$ cat src/rtl/segre_pkg.sv
// Shared types and widths for the segre core.
// Includes the DTLB walker state and PTE layout.
package segre_pkg;

  localparam int WORD_SIZE          = 32;
  localparam int PHYSICAL_ADDR_SIZE = 20;
  localparam int PAGE_OFFSET_BITS   = 12;
  localparam int VIRT_PAGE_BITS     = 20;
  localparam int PHYS_PAGE_BITS     = 8;
  localparam int TLB_ENTRY_BITS     = 5;
  localparam int WALK_CNT_BITS      = 16;
  localparam int PTE_VALID_BIT      = 0;

  typedef enum logic [2:0] {
    IDLE  = 3'd0,
    REQ   = 3'd1,
    WAIT  = 3'd2,
    DRAIN = 3'd3,
    FILL  = 3'd4,
    FAULT = 3'd5
  } walker_state_e;

  typedef struct packed {
    logic [11:0]               rsvd_hi;
    logic [PHYS_PAGE_BITS-1:0] ppage;
    logic [8:0]                rsvd_lo;
    logic [1:0]                mode;
    logic                      valid;
  } pte_t;

endpackage

$ cat src/rtl/segre_sat_counter.sv
// Saturating up-counter with increment enable.
// Holds at all-ones once reached.
module segre_sat_counter #(
  parameter int WIDTH = 16
) (
  input  logic             clock_i,
  input  logic             rsn_i,
  input  logic             inc_i,
  output logic [WIDTH-1:0] count_o
);

  logic [WIDTH-1:0] cnt_q;

  always_ff @(posedge clock_i or negedge rsn_i) begin
    if (!rsn_i) begin
      cnt_q <= '0;
    end else if (inc_i && (cnt_q != '1)) begin
      cnt_q <= cnt_q + 1'b1;
    end
  end

  assign count_o = cnt_q;

endmodule

$ cat src/rtl/segre_dtlb_walker.sv
// DTLB refill engine: one miss at a time, single-level
// page table, PTE read over a valid/ready channel.
module segre_dtlb_walker
  import segre_pkg::*;
(
  input  logic                          clock_i,
  input  logic                          rsn_i,
  input  logic                          miss_valid_i,
  input  logic [WORD_SIZE-1:0]          miss_vaddr_i,
  output logic                          miss_ready_o,
  input  logic                          flush_i,
  input  logic [PHYSICAL_ADDR_SIZE-1:0] ptbr_i,
  output logic                          mem_req_valid_o,
  output logic [PHYSICAL_ADDR_SIZE-1:0] mem_req_addr_o,
  input  logic                          mem_req_ready_i,
  input  logic                          mem_rsp_valid_i,
  input  logic [WORD_SIZE-1:0]          mem_rsp_data_i,
  output logic                          fill_valid_o,
  output logic [TLB_ENTRY_BITS-1:0]     fill_index_o,
  output logic [VIRT_PAGE_BITS-1:0]     fill_vpage_o,
  output logic [PHYS_PAGE_BITS-1:0]     fill_ppage_o,
  output logic [1:0]                    fill_mode_o,
  output logic                          fault_o,
  output logic [WORD_SIZE-1:0]          fault_vaddr_o,
  output logic                          busy_o,
  output logic [WALK_CNT_BITS-1:0]      walk_cnt_o,
  output logic [WALK_CNT_BITS-1:0]      fault_cnt_o
);

  walker_state_e state_q, state_d;

  logic [WORD_SIZE-1:0]          vaddr_q;
  logic [PHYSICAL_ADDR_SIZE-1:0] addr_q;
  logic [PHYSICAL_ADDR_SIZE-1:0] addr_d;
  logic [PHYS_PAGE_BITS-1:0]     ppage_q;
  logic [1:0]                    mode_q;
  logic [WORD_SIZE-1:0]          fvaddr_q;

  logic accept;
  logic pte_ld;
  logic fault_ld;
  pte_t rsp_pte;

  assign rsp_pte = pte_t'(mem_rsp_data_i);

  logic [VIRT_PAGE_BITS-1:0] miss_vpn;
  assign miss_vpn = miss_vaddr_i[WORD_SIZE-1:PAGE_OFFSET_BITS];

  // Base keeps only its page bits; sum wraps modulo 2^20.
  assign addr_d =
    {ptbr_i[PHYSICAL_ADDR_SIZE-1:PAGE_OFFSET_BITS],
     {PAGE_OFFSET_BITS{1'b0}}}
    + {miss_vpn[PHYSICAL_ADDR_SIZE-3:0], 2'b00};

  always_ff @(posedge clock_i or negedge rsn_i) begin
    if (!rsn_i) begin
      state_q <= IDLE;
    end else begin
      state_q <= state_d;
    end
  end

  always_comb begin
    state_d         = state_q;
    miss_ready_o    = 1'b0;
    mem_req_valid_o = 1'b0;
    fill_valid_o    = 1'b0;
    fault_o         = 1'b0;
    accept          = 1'b0;
    pte_ld          = 1'b0;
    fault_ld        = 1'b0;
    unique case (state_q)
      IDLE: begin
        miss_ready_o = !flush_i;
        if (miss_valid_i && !flush_i) begin
          accept  = 1'b1;
          state_d = REQ;
        end
      end
      REQ: begin
        if (flush_i) begin
          state_d = IDLE;
        end else begin
          mem_req_valid_o = 1'b1;
          if (mem_req_ready_i) state_d = WAIT;
        end
      end
      WAIT: begin
        if (mem_rsp_valid_i) begin
          if (flush_i) begin
            state_d = IDLE;
          end else if (rsp_pte.valid) begin
            pte_ld  = 1'b1;
            state_d = FILL;
          end else begin
            fault_ld = 1'b1;
            state_d  = FAULT;
          end
        end else if (flush_i) begin
          state_d = DRAIN;
        end
      end
      DRAIN: begin
        if (mem_rsp_valid_i) state_d = IDLE;
      end
      FILL: begin
        fill_valid_o = 1'b1;
        state_d      = IDLE;
      end
      FAULT: begin
        fault_o = 1'b1;
        state_d = IDLE;
      end
      default: state_d = IDLE;
    endcase
  end

  always_ff @(posedge clock_i or negedge rsn_i) begin
    if (!rsn_i) begin
      vaddr_q  <= '0;
      addr_q   <= '0;
      ppage_q  <= '0;
      mode_q   <= '0;
      fvaddr_q <= '0;
    end else begin
      if (accept) begin
        vaddr_q <= miss_vaddr_i;
        addr_q  <= addr_d;
      end
      if (pte_ld) begin
        ppage_q <= rsp_pte.ppage;
        mode_q  <= rsp_pte.mode;
      end
      if (fault_ld) fvaddr_q <= vaddr_q;
    end
  end

  assign mem_req_addr_o = addr_q;
  assign fill_vpage_o   = vaddr_q[WORD_SIZE-1:PAGE_OFFSET_BITS];
  assign fill_index_o   =
    vaddr_q[PAGE_OFFSET_BITS+TLB_ENTRY_BITS-1:PAGE_OFFSET_BITS];
  assign fill_ppage_o   = ppage_q;
  assign fill_mode_o    = mode_q;
  assign fault_vaddr_o  = fvaddr_q;
  assign busy_o         = (state_q != IDLE);

  segre_sat_counter #(
    .WIDTH (WALK_CNT_BITS)
  ) u_walk_cnt (
    .clock_i (clock_i),
    .rsn_i   (rsn_i),
    .inc_i   (accept),
    .count_o (walk_cnt_o)
  );

  segre_sat_counter #(
    .WIDTH (WALK_CNT_BITS)
  ) u_fault_cnt (
    .clock_i (clock_i),
    .rsn_i   (rsn_i),
    .inc_i   (fault_ld),
    .count_o (fault_cnt_o)
  );

  // A response is only legal while a request is outstanding.
  a_rsp_legal : assert property (
    @(posedge clock_i) disable iff (!rsn_i)
    mem_rsp_valid_i |-> !(state_q inside {IDLE, REQ})
  ) else $error("walker: response while IDLE/REQ");

endmodule

$ cat config.mk
export PLATFORM = sky130hd
export DESIGN_NAME = segre_dtlb_walker
export DESIGN_NICKNAME = d
export VERILOG_FILES = /design/src/rtl/segre_pkg.sv /design/src/rtl/segre_sat_counter.sv /design/src/rtl/segre_dtlb_walker.sv
export SDC_FILE = /design/constraint.sdc
export NUM_CORES = 1
export LEC_CHECK = 0
export BUFFER_PORTS_ARGS = -buffer_cell sky130_fd_sc_hd__buf_2
export CORE_MARGIN = 4
export CORE_UTILIZATION = 41
export DETAILED_ROUTE_END_ITERATION = 10
export PLACE_DENSITY = 0.71
export SETUP_SLACK_MARGIN = 0.4
export SLEW_MARGIN = 10
export SYNTH_ARGS = -nofsm -noshare
export SYNTH_HDL_FRONTEND = slang
export SYNTH_SLANG_ARGS = --single-unit
$ cat constraint.sdc
create_clock -name clock_i -period 5.4 [get_ports clock_i]
set_input_delay 0.54 -clock clock_i [delete_from_list [all_inputs] [get_ports clock_i]]
set_output_delay 0.54 -clock clock_i [all_outputs]
set_load 0.02 [all_outputs]
==> impl_metrics.ini <==
[route]
drcViolationCount = 0
first_iter_violations = 209
vias = 4149
drt_pass1_iterations = 6
via_per_inst = 4.93
wirelength_um = 12400
detail_route.wl_per_cell_um = 14.7
antenna_left = 0

[logic_synthesis]
syn_area_um2 = 5550
yosysTopAreaCell = dfrtp_1
synth_top_flop_cell = dfrtp_1
yosys_warnings = 0
syn_avg_cell_area_um2 = 11.0
ys_seq_area_share_pct = 52.7
synth_seq_cells = 117
synthCells = 507
synth_edf_count = 0
synth_cell_types = 57
yosys.area.top_type_share_pct = 52.7
synth_async_sr_flop_share_pct = 100
yosys-top-cells-area = dfrtp_1 (53%), mux2_2 (9.7%), nand2_1 (7.7%)

[global_routing]
grt_pass1_vias = 4212
grt_max_degree = 63
grt_usage_pct = 16.4
antenna_found_initial = 0
overflow = 0
grt_pass1_wl_um = 21000

[floorplanning]
fp.dieW_um = 124
die_h_um = 124
core-area_um2 = 13200
dieArea_um2 = 15500
initial_core_util_pct = 41.9
rows = 42
ioPinCount = 214

[placed_design]
hpwlAfterDp_um = 9050
io_buffer_count = 178
dpl_cell_area_um2 = 6310
gp_congestion = 0.796

[critical_path]
worst_setup_path_start_kind = flop
critPathTopFamily = simple AND/OR/NAND/NOR gates
reg2reg_from = state_q[1]
critical_path_required_ns = 5.75
slowest_stage = or4b_2
cpPeakStageDelay_ns = 0.75
arrival_ns = 2.88
crit_chain = nor4_4 > nand2_1 > or4b_2 > nand4_1
r2r_cells = 4
path_buf_inv = 0
critical_path_class = flop to flop
regToRegEndpoint = mem_req_addr_o[17]
cp_max_fo = 21
crit_path_end_kind = flop
r2r_slack_ns = 2.87

[clock_network]
holdBufCountCts = 0
clkSinkCount = 117
clkTransAtPathRegs_ns = 0.05
clk_latency_ns = 0.41
postCtsSetupRepairBufs = 0
cts_tree = yes
post_cts_resized = 0
htree_levels = 4
clockBufferDepth = 2
cts-buffers-inserted = 17
cts_root_buf = clkbuf_16

[final_layout]
seqCellArea_um2 = 2930
layout-drive-gt1-share_pct = 41.1
mostFrequentLayoutCells = buf_2 (177), dfrtp_1 (117), nand2_1 (114), mux2_2 (48), clkbuf_16 (17)
fill_cells = 1205
multi_input_comb_area_um2 = 2230
nets = 752
final_common_cell = buf_2
syn_to_final_growth_pct = 24.7
final_area_um2 = 6930
num_antenna_cells = 0

[flow_run]
maxCapViolCount = 0

[power_and_ir_drop]
p_per_area_nw_per_um2 = 542
vdd_drop_max_v = 0.000225
p_leak_nw = 3.60

[timing]
setup_tns_ns = 0
slew_violations = 0
period_minus_slack_ns = 2.53
slew_headroom_pct = 40.1
grt_setup_unrepaired = no
max_freq_ghz = 0.395
fin_crit_sh_pct = 46.9
worst_pin_slew_ns = 0.898
finClkSkew_ns = 0.00673
hold_viol = 0
setup-violations-final = 0

[status]
status = complete, no violations

[worst_hold_path]
worst_hold_path_type = input pin to async pin
[registers in the layout, summed over array words and instances, names as in the netlist]
| register | flops |
|---|---|
| fault_vaddr_o | 32 |
| u_fault_cnt.count_o | 16 |
| fill_ppage_o | 8 |
| vaddr_q | 32 |
| fill_mode_o | 2 |
| state_q | 3 |
| u_walk_cnt.count_o | 16 |
| mem_req_addr_o | 8 |
[report_power, final]
group          internal (mW)  total, mW  switching [mW]
Combinational          0.475       1.22           0.748
Sequential              1.17       1.39           0.215
Clock                  0.750       1.14           0.391
[cells by family (layout without fill, tap and decap cells)]
family,after synthesis,after routing,synth area share (%)
other cells,1,2,0.0675
simple gates,204,204,18.6
compound gates,35,35,4.33
xor+xnor,27,27,4.26
fa+ha+maj,10,10,2.39
flops,117,117,52.7
buf+inv,62,219,7.21
mux,51,51,10.4
[worst max-delay path by stage]
stage	from	end	slack, ns	cells after the start
after floorplan	flush_i	vaddr_q[10]	3.24	5
after global placement	flush_i	mem_req_addr_o[17]	2.69	5
after detailed placement	flush_i	mem_req_addr_o[17]	2.69	5
after CTS	state_q[1]	mem_req_addr_o[17]	2.84	4
after global routing	state_q[1]	mem_req_addr_o[17]	2.68	4
final	state_q[1]	mem_req_addr_o[17]	2.87	4
[cell usage after synthesis, drive strengths merged, types with 2 or more instances]
library cell / count
nor4: 6
a211oi: 3
and3: 4
nand2: 114
o21ai: 12
nand4: 12
xor2: 15
and4: 4
or4b: 2
nand4b: 4
o21a: 2
dfrtp: 117
a21o: 2
o2111ai: 2
o31a: 2
ha: 9
or3: 2
o211ai: 3
nor3b: 3
nor3: 13
mux2: 51
nor2: 10
clkbuf: 5
nand2b: 5
a21oi: 2
inv: 7
nor2b: 2
nand3: 16
xnor2: 12
buf: 50
[metal layers]
metal	track usage [%]	wire length, µm	vias up
met5	0	0	-
met4	5.48	202	0
met3	6.00	718	16
met2	27.6	6260	121
met1	19.4	5220	2019
li1	-	-	1993
[worst register-to-register path: stages (launching register included)]
cell and delay, ns:
dfrtp_1 0.51, nor4_4 0.56, nand2_1 0.53, or4b_2 0.75, nand4_1 0.12
[layout make-up]
type / instances / share of cell area, %
Clock buffer: 21 / 6.65
Clock inverter: 11 / 2.19
Inverter: 7 / 0.379
Multi-Input combinational cell: 329 / 32.2
Sequential cell: 117 / 42.3
Tap cell: 176 / 3.18
Timing Repair Buffer: 180 / 13.1
[per-stage QoR]
stage | instances | hold WS, ns | utilization, % | worst slack, ns | power (mW)
floorplan | 508 | 0.244 | - | 3.24 | 2.37
finish | 841 | 0.179 | 52.3 | 2.87 | 3.75
detailed placement | 809 | 0.449 | 47.7 | 2.69 | 2.64
CTS | 841 | 0.190 | 52.3 | 2.84 | 3.80
global route | 841 | 0.230 | 52.3 | 2.68 | 3.97
global placement | 809 | 0.442 | 47.7 | 2.69 | 2.60
No activity file was read; power rests on OpenSTA's default activity.
